`src/rtl/cpu_run_pkg.sv`:
```
// Shared definitions for the CPU run controller.
//   run_state_e : controller FSM states (IDLE, RUN, STEP1, HALT)
//   run_mode_e  : run modes latched on start (FREE, COUNT, STEP)
//   decode_mode : maps the raw 2-bit mode input; the reserved code runs as FREE
package cpu_run_pkg;

  localparam int unsigned BP_ID_W = 3;

  typedef enum logic [1:0] {
    ST_IDLE  = 2'd0,
    ST_RUN   = 2'd1,
    ST_STEP1 = 2'd2,
    ST_HALT  = 2'd3
  } run_state_e;

  typedef enum logic [1:0] {
    MODE_FREE  = 2'b00,
    MODE_COUNT = 2'b01,
    MODE_STEP  = 2'b10
  } run_mode_e;

  function automatic run_mode_e decode_mode(input logic [1:0] raw);
    case (raw)
      2'b01:   return MODE_COUNT;
      2'b10:   return MODE_STEP;
      default: return MODE_FREE;
    endcase
  endfunction

endpackage

```
`src/rtl/rc_bp_match.sv`:
```
// Breakpoint comparator bank (purely combinational).
//   i_pc       : current CPU program counter
//   i_bp_addr  : flattened breakpoint addresses, entry 0 in the LSBs
//   i_bp_valid : per-entry enable
//   o_hit      : at least one valid entry equals i_pc
//   o_idx      : lowest-numbered matching entry (0 when no hit)
module rc_bp_match
  import cpu_run_pkg::*;
#(
  parameter int unsigned PC_W   = 16,
  parameter int unsigned NUM_BP = 2
) (
  input  logic [PC_W-1:0]        i_pc,
  input  logic [NUM_BP*PC_W-1:0] i_bp_addr,
  input  logic [NUM_BP-1:0]      i_bp_valid,
  output logic                   o_hit,
  output logic [BP_ID_W-1:0]     o_idx
);

  logic               w_found;
  logic [BP_ID_W-1:0] w_idx;

  // Ascending scan; the first match locks out higher entries.
  always_comb begin
    w_found = 1'b0;
    w_idx   = '0;
    for (int unsigned i = 0; i < NUM_BP; i++) begin
      if (!w_found && i_bp_valid[i] && (i_bp_addr[i*PC_W +: PC_W] == i_pc)) begin
        w_found = 1'b1;
        w_idx   = BP_ID_W'(i);
      end
    end
  end

  assign o_hit = w_found;
  assign o_idx = w_idx;

endmodule

```
`src/rtl/cpu_run_ctrl.sv`:
```
// CPU run controller: generates a single registered CPU clock enable.
//   Clock, Reset      : rising-edge clock, synchronous active-high reset
//   start, stop, step : begin/resume, force halt, single enable cycle request
//   mode              : 00 FREE, 01 COUNT, 10 STEP, 11 treated as FREE
//   run_len           : enable-cycle budget for COUNT mode
//   pc, bp_addr,
//   bp_valid          : PC breakpoint inputs, checked while cpu_en is high
//   cpu_en            : CPU clock enable (high in RUN and STEP1)
//   halted            : high in IDLE and HALT
//   done              : pulse with the first HALT cycle after COUNT expiry
//   bp_hit, bp_id     : breakpoint halt pulse and held matching index
//   cycle_count       : saturating count of cpu_en cycles
module cpu_run_ctrl
  import cpu_run_pkg::*;
#(
  parameter int unsigned CNT_W  = 16,
  parameter int unsigned PC_W   = 16,
  parameter int unsigned NUM_BP = 2
) (
  input  logic                   Clock,
  input  logic                   Reset,
  input  logic                   start,
  input  logic                   stop,
  input  logic                   step,
  input  logic [1:0]             mode,
  input  logic [CNT_W-1:0]       run_len,
  input  logic [PC_W-1:0]        pc,
  input  logic [NUM_BP*PC_W-1:0] bp_addr,
  input  logic [NUM_BP-1:0]      bp_valid,
  output logic                   cpu_en,
  output logic                   halted,
  output logic                   done,
  output logic                   bp_hit,
  output logic [2:0]             bp_id,
  output logic [CNT_W-1:0]       cycle_count
);

  run_state_e         r_state;
  run_mode_e          r_mode;
  logic [CNT_W-1:0]   r_remaining;
  logic [CNT_W-1:0]   r_cycle_count;
  logic               r_cpu_en;
  logic               r_halted;
  logic               r_done;
  logic               r_bp_hit;
  logic [2:0]         r_bp_id;

  run_state_e         w_next_state;
  run_mode_e          w_start_mode;
  logic               w_bp_match;
  logic [BP_ID_W-1:0] w_bp_idx;
  logic               w_go;
  logic               w_load_start;
  logic               w_reload;
  logic               w_dec;
  logic               w_done_set;
  logic               w_bp_set;

  rc_bp_match #(
    .PC_W   (PC_W),
    .NUM_BP (NUM_BP)
  ) u_bp_match (
    .i_pc       (pc),
    .i_bp_addr  (bp_addr),
    .i_bp_valid (bp_valid),
    .o_hit      (w_bp_match),
    .o_idx      (w_bp_idx)
  );

  assign w_start_mode = decode_mode(mode);
  // start is ignored whenever stop is present in the same cycle
  assign w_go         = start && !stop;

  always_comb begin
    w_next_state = r_state;
    w_load_start = 1'b0;
    w_reload     = 1'b0;
    w_dec        = 1'b0;
    w_done_set   = 1'b0;
    w_bp_set     = 1'b0;
    case (r_state)
      ST_IDLE: begin
        if (w_go) begin
          w_load_start = 1'b1;
          if (w_start_mode == MODE_STEP) begin
            w_next_state = ST_HALT;
          end else if ((w_start_mode == MODE_COUNT) && (run_len == '0)) begin
            // Empty budget: expire immediately without ever enabling the CPU
            w_next_state = ST_HALT;
            w_done_set   = 1'b1;
          end else begin
            w_next_state = ST_RUN;
          end
        end
      end
      ST_RUN: begin
        // Every COUNT RUN cycle consumes budget, even one cut short by stop or
        // a breakpoint, so the next start reloads once the budget reaches zero.
        w_dec = (r_mode == MODE_COUNT) && (r_remaining != '0);
        if (stop) begin
          w_next_state = ST_HALT;
        end else if (w_bp_match) begin
          w_next_state = ST_HALT;
          w_bp_set     = 1'b1;
        end else if ((r_mode == MODE_COUNT) && (r_remaining == CNT_W'(1))) begin
          w_next_state = ST_HALT;
          w_done_set   = 1'b1;
        end
      end
      ST_STEP1: begin
        w_next_state = ST_HALT;
        w_bp_set     = !stop && w_bp_match;
      end
      ST_HALT: begin
        if (w_go) begin
          if ((r_mode == MODE_COUNT) && (r_remaining == '0)) begin
            w_reload = 1'b1;
            if (run_len == '0) begin
              w_done_set = 1'b1;
            end else begin
              w_next_state = ST_RUN;
            end
          end else begin
            w_next_state = ST_RUN;
          end
        end else if (step) begin
          w_next_state = ST_STEP1;
        end
      end
      default: w_next_state = ST_IDLE;
    endcase
  end

  // Outputs are registered from the next state so they line up with r_state.
  always_ff @(posedge Clock) begin
    if (Reset) begin
      r_state       <= ST_IDLE;
      r_mode        <= MODE_FREE;
      r_remaining   <= '0;
      r_cycle_count <= '0;
      r_cpu_en      <= 1'b0;
      r_halted      <= 1'b1;
      r_done        <= 1'b0;
      r_bp_hit      <= 1'b0;
      r_bp_id       <= '0;
    end else begin
      r_state  <= w_next_state;
      r_cpu_en <= (w_next_state == ST_RUN) || (w_next_state == ST_STEP1);
      r_halted <= (w_next_state == ST_IDLE) || (w_next_state == ST_HALT);
      r_done   <= w_done_set;
      r_bp_hit <= w_bp_set;
      if (w_bp_set) begin
        r_bp_id <= w_bp_idx;
      end

      if (w_load_start) begin
        r_mode      <= w_start_mode;
        r_remaining <= run_len;
      end else if (w_reload) begin
        r_remaining <= run_len;
      end else if (w_dec) begin
        r_remaining <= r_remaining - CNT_W'(1);
      end

      if (w_load_start) begin
        r_cycle_count <= '0;
      end else if (r_cpu_en && (r_cycle_count != '1)) begin
        r_cycle_count <= r_cycle_count + CNT_W'(1);
      end
    end
  end

  assign cpu_en      = r_cpu_en;
  assign halted      = r_halted;
  assign done        = r_done;
  assign bp_hit      = r_bp_hit;
  assign bp_id       = r_bp_id;
  assign cycle_count = r_cycle_count;

endmodule
```
`config.mk`:
```
export PLATFORM = sky130hd
export DESIGN_NAME = cpu_run_ctrl
export DESIGN_NICKNAME = d
export VERILOG_FILES = /design/src/rtl/cpu_run_pkg.sv /design/src/rtl/rc_bp_match.sv /design/src/rtl/cpu_run_ctrl.sv
export SDC_FILE = /design/constraint.sdc
export NUM_CORES = 1
export LEC_CHECK = 0
export ABC_AREA = 1
export CAP_MARGIN = 20
export CELL_PAD_IN_SITES_DETAIL_PLACEMENT = 1
export CELL_PAD_IN_SITES_GLOBAL_PLACEMENT = 1
export CORE_ASPECT_RATIO = 0.8
export CORE_MARGIN = 2
export CORE_UTILIZATION = 31
export CTS_CLUSTER_DIAMETER = 80
export DETAILED_ROUTE_END_ITERATION = 7
export GPL_TIMING_DRIVEN = 0
export MAX_ROUTING_LAYER = met4
export PLACE_DENSITY_LB_ADDON = 0.1
export SLEW_MARGIN = 20
export SYNTH_ARGS = -nofsm -noshare
export SYNTH_HDL_FRONTEND = slang
export SYNTH_SLANG_ARGS = --single-unit
```
`constraint.sdc`:
```
create_clock -name Clock -period 2.16 [get_ports Clock]
set_input_delay 0.432 -clock Clock [delete_from_list [all_inputs] [get_ports Clock]]
set_output_delay 0.432 -clock Clock [all_outputs]
set_load 0.02 [all_outputs]
```
==> results_dict.tcl <==
set metrics [dict create \
    wire_per_inst_microns 13.5 \
    netSwitchingPower_w 0.00130 \
    synth_cell_type_count 30 \
    clkSinkCount 41 \
    fin_cells 777 \
    ios 96 \
    synth_area_leader_cell "dfxtp_1" \
    critical_path_class "in -> reg" \
    ys_ff_latch 41 \
    drt_first_pass_iters 4 \
    drive_above_1_share 0.0515 \
    grt_max_degree 13 \
    ys.flop_type "dfxtp_1" \
    grt-ovfl-total 0 \
    synth_top_area_frac 0.263 \
    crit_path_max_fanout 3 \
    drtAntennaViolNets 0 \
    row_count 32 \
    finalCritPeriodShare 0.891 \
    hp-class "reg -> reg" \
    cap_violations 0 \
    p_sw_frac 0.391 \
    grt_pass1_wl_microns 16800 \
    synth_edf_count 0 \
    seqPwrFrac 0.290 \
    area_growth_pct 42.1 \
    relSlewSlack 0.592 \
    place_area_sq_um 4230 \
    powerDensity_nw_per_um2 749 \
    yosysWarnings 0 \
    design_area_sq_um 4430 \
    arrival_ns 2.12 \
    fin_crit_ns 1.93 \
    async_flop_share 0 \
    crit_end "cpu_en" \
    setup_viol 0 \
    synth.avg_cell_area_sq_um 5.80 \
    synth-simple-area-share 0.426 \
    ys_seq_area_frac 0.263 \
    cts_root_buffer "clkbuf_16" \
    fmaxAchievable_mhz 519 \
    synthAdderAreaFrac 0.0361 \
    outcome "complete, no violations" \
    routabilityCongestion 0.873 \
    num_vias 3559 \
    synth.area.top_cells "dfxtp_1 (26%), nand2_1 (22%), inv_1 (10%)" \
    regArea_sq_um 821 \
    synth_most_common_cell "nand2_1" \
    antennaDiodeCount 0 \
    cts_buffers 5 \
    die_w_microns 116 \
    grt_pass1_vias 3569 \
    final_core_util 0.456 \
    slew_violations 0 \
    critPathRequiredTime_ns 2.35 \
    power.internal_w 0.00202 \
    die-area_sq_um 10900 \
    netlist_area_sq_um 3120 \
    power.leakage_nw 1.99 \
    clock_path_buffers 2 \
    worst_slew_pin_slew_ns 0.612 \
    multi_input_area_sq_um 1960 \
    end_kind "register" \
    synth_common_cells "nand2_1 (181), inv_1 (84), nor2_1 (65)" \
    drc_errors 0 \
    hpwl_microns 8460 \
    post_cts_buffers 0 \
    layout.nets 722 \
    htreeDepth 2 \
    syn_inst 538 \
    synth_mux_area_frac 0 \
    start_kind "input port" \
    die_h_microns 93.7 \
    cts_tree "done" \
    ff2ff_setup_slack_ns 0.27 \
    reg2reg_depth 12 \
    p_clk_frac 0.273 \
    ir_worst_vdd_mv 0.315 \
    core_sq_um 9730 \
    synth-xor-area-share 0.0617 \
    synth_compound_area_frac 0.0914 \
    wirelength_microns 10500 \
    start_util 0.321 \
    crit_start "pc[11]" \
    n_fill_cell 1328 \
    finClkSkew_ns 0.00460 \
    reg2reg_to "cycle_count[8]" \
    antenna_found_initial 0 \
    rsz0062_at_grt "false" \
    synth_top_family_by_area "simple AND/OR/NAND/NOR gates" \
    clkTransAtPathRegs_ns 0.06 \
    hold_viol_final 0 \
    drt_iter0_markers 113 \
    p_comb_frac 0.437 \
    cts_hold_buf 0 \
    grt.total_usage 0.201 \
    vias_per_cell 4.58 \
    rr_startpoint "cycle_count[0]" \
    clock_latency_ns 0.29 \
    power.total_w 0.00332 \
    placed_cells 768 \
    portBuffers 93 \
]
## stage by stage
| step | TNS (ns) | hold slack (ns) | worst slack (ns) |
|---|---|---|---|
| 2_1_floorplan | 0 | 0.434 | 0.420 |
| 3_3_place_gp | -5.86 | 0.452 | -0.314 |
| 3_5_place_dp | -7.37 | 0.465 | -0.380 |
| 4_1_cts | 0 | 0.474 | 0.0184 |
| 5_1_grt | 0 | 0.501 | 0.00933 |
| 6_report | 0 | 0.473 | 0.235 |
## cells in the final DEF (no fill, tap or decap), types with 3 or more instances in the layout
master	n
nor4_1	4
ha_1	9
xnor2_1	3
xor2_1	19
dfxtp_1	41
or2_2	4
nor2_2	5
clkdlybuf4s50_1	93
a21oi_1	22
nand4_1	8
inv_1	84
a31oi_1	9
o21ai_0	19
nor2_4	3
nor2_1	65
nor3_1	12
clkbuf_16	5
nand2_1	179
nand3_1	32
## repair_timing
action,4_1_cts,5_1_grt
resized for setup,1,8
cloned,0,1
setup endpoints to repair,10,27
pin swaps,0,1
## layer usage
metal  track usage  routed length (microns)
met3        0.0329                      332
met2         0.333                     4790
met1         0.251                     5170
met5             -                        0
met4        0.0665                      204
## worst max-delay path, cell delays in order
cell,delay [ns]
clkdlybuf4s50_1,0.50
inv_1,0.07
nand2_1,0.06
nand2_1,0.06
nor2_1,0.14
nand2_1,0.09
nor2_1,0.16
nand3_1,0.15
nand3_1,0.10
nand2_1,0.05
nand2_1,0.09
nand2_1,0.10
nand2_1,0.07
nand2_1,0.05
## cells by family after synthesis
kind of cell,count (synthesis)
buf+inv,94
flops,41
simple gates,318
fa+ha+maj,9
other cells,1
compound gates,53
xor+xnor,22
## state kept, by name (all words and copies together), names as in the netlist
| signal | cells |
|---|---|
| cycle_count | 16 |
| halted | 1 |
| cpu_en | 1 |
| r_remaining | 16 |
| bp_id | 1 |
| bp_hit | 1 |
| done | 1 |
| r_state | 2 |
| r_mode | 2 |
## how the worst min path moves through the flow
| stage | startpoint | to | slack, ns | cells after the start |
|---|---|---|---|---|
| floorplan | r_mode[0] | r_mode[0] | 0.43 | 2 |
| global placement | r_mode[1] | r_mode[1] | 0.45 | 2 |
| detailed placement | r_mode[1] | r_mode[1] | 0.46 | 2 |
| CTS | r_mode[1] | r_mode[1] | 0.47 | 2 |
| global route | r_mode[1] | r_mode[1] | 0.50 | 2 |
| finish | r_mode[1] | r_mode[1] | 0.47 | 2 |
## power groups by stage
stage               clock, W  combinational (W)  sequential [W]
floorplan                  0           0.000944        0.000974
global placement           0            0.00140        0.000969
detailed placement         0            0.00143        0.000972
CTS                 0.000930            0.00144        0.000957
global route        0.000961            0.00165        0.000975
finish              0.000907            0.00145        0.000961
## cell type report
class	instances	area share
Multi-Input combinational cell	405	0.442
Timing Repair Buffer	93	0.210
Sequential cell	41	0.185
Inverter	87	0.0742
Tap cell	136	0.0384
Clock buffer	7	0.0322
Buffer	7	0.0116
Clock inverter	1	0.00677
(Power assumes the default switching activity.)
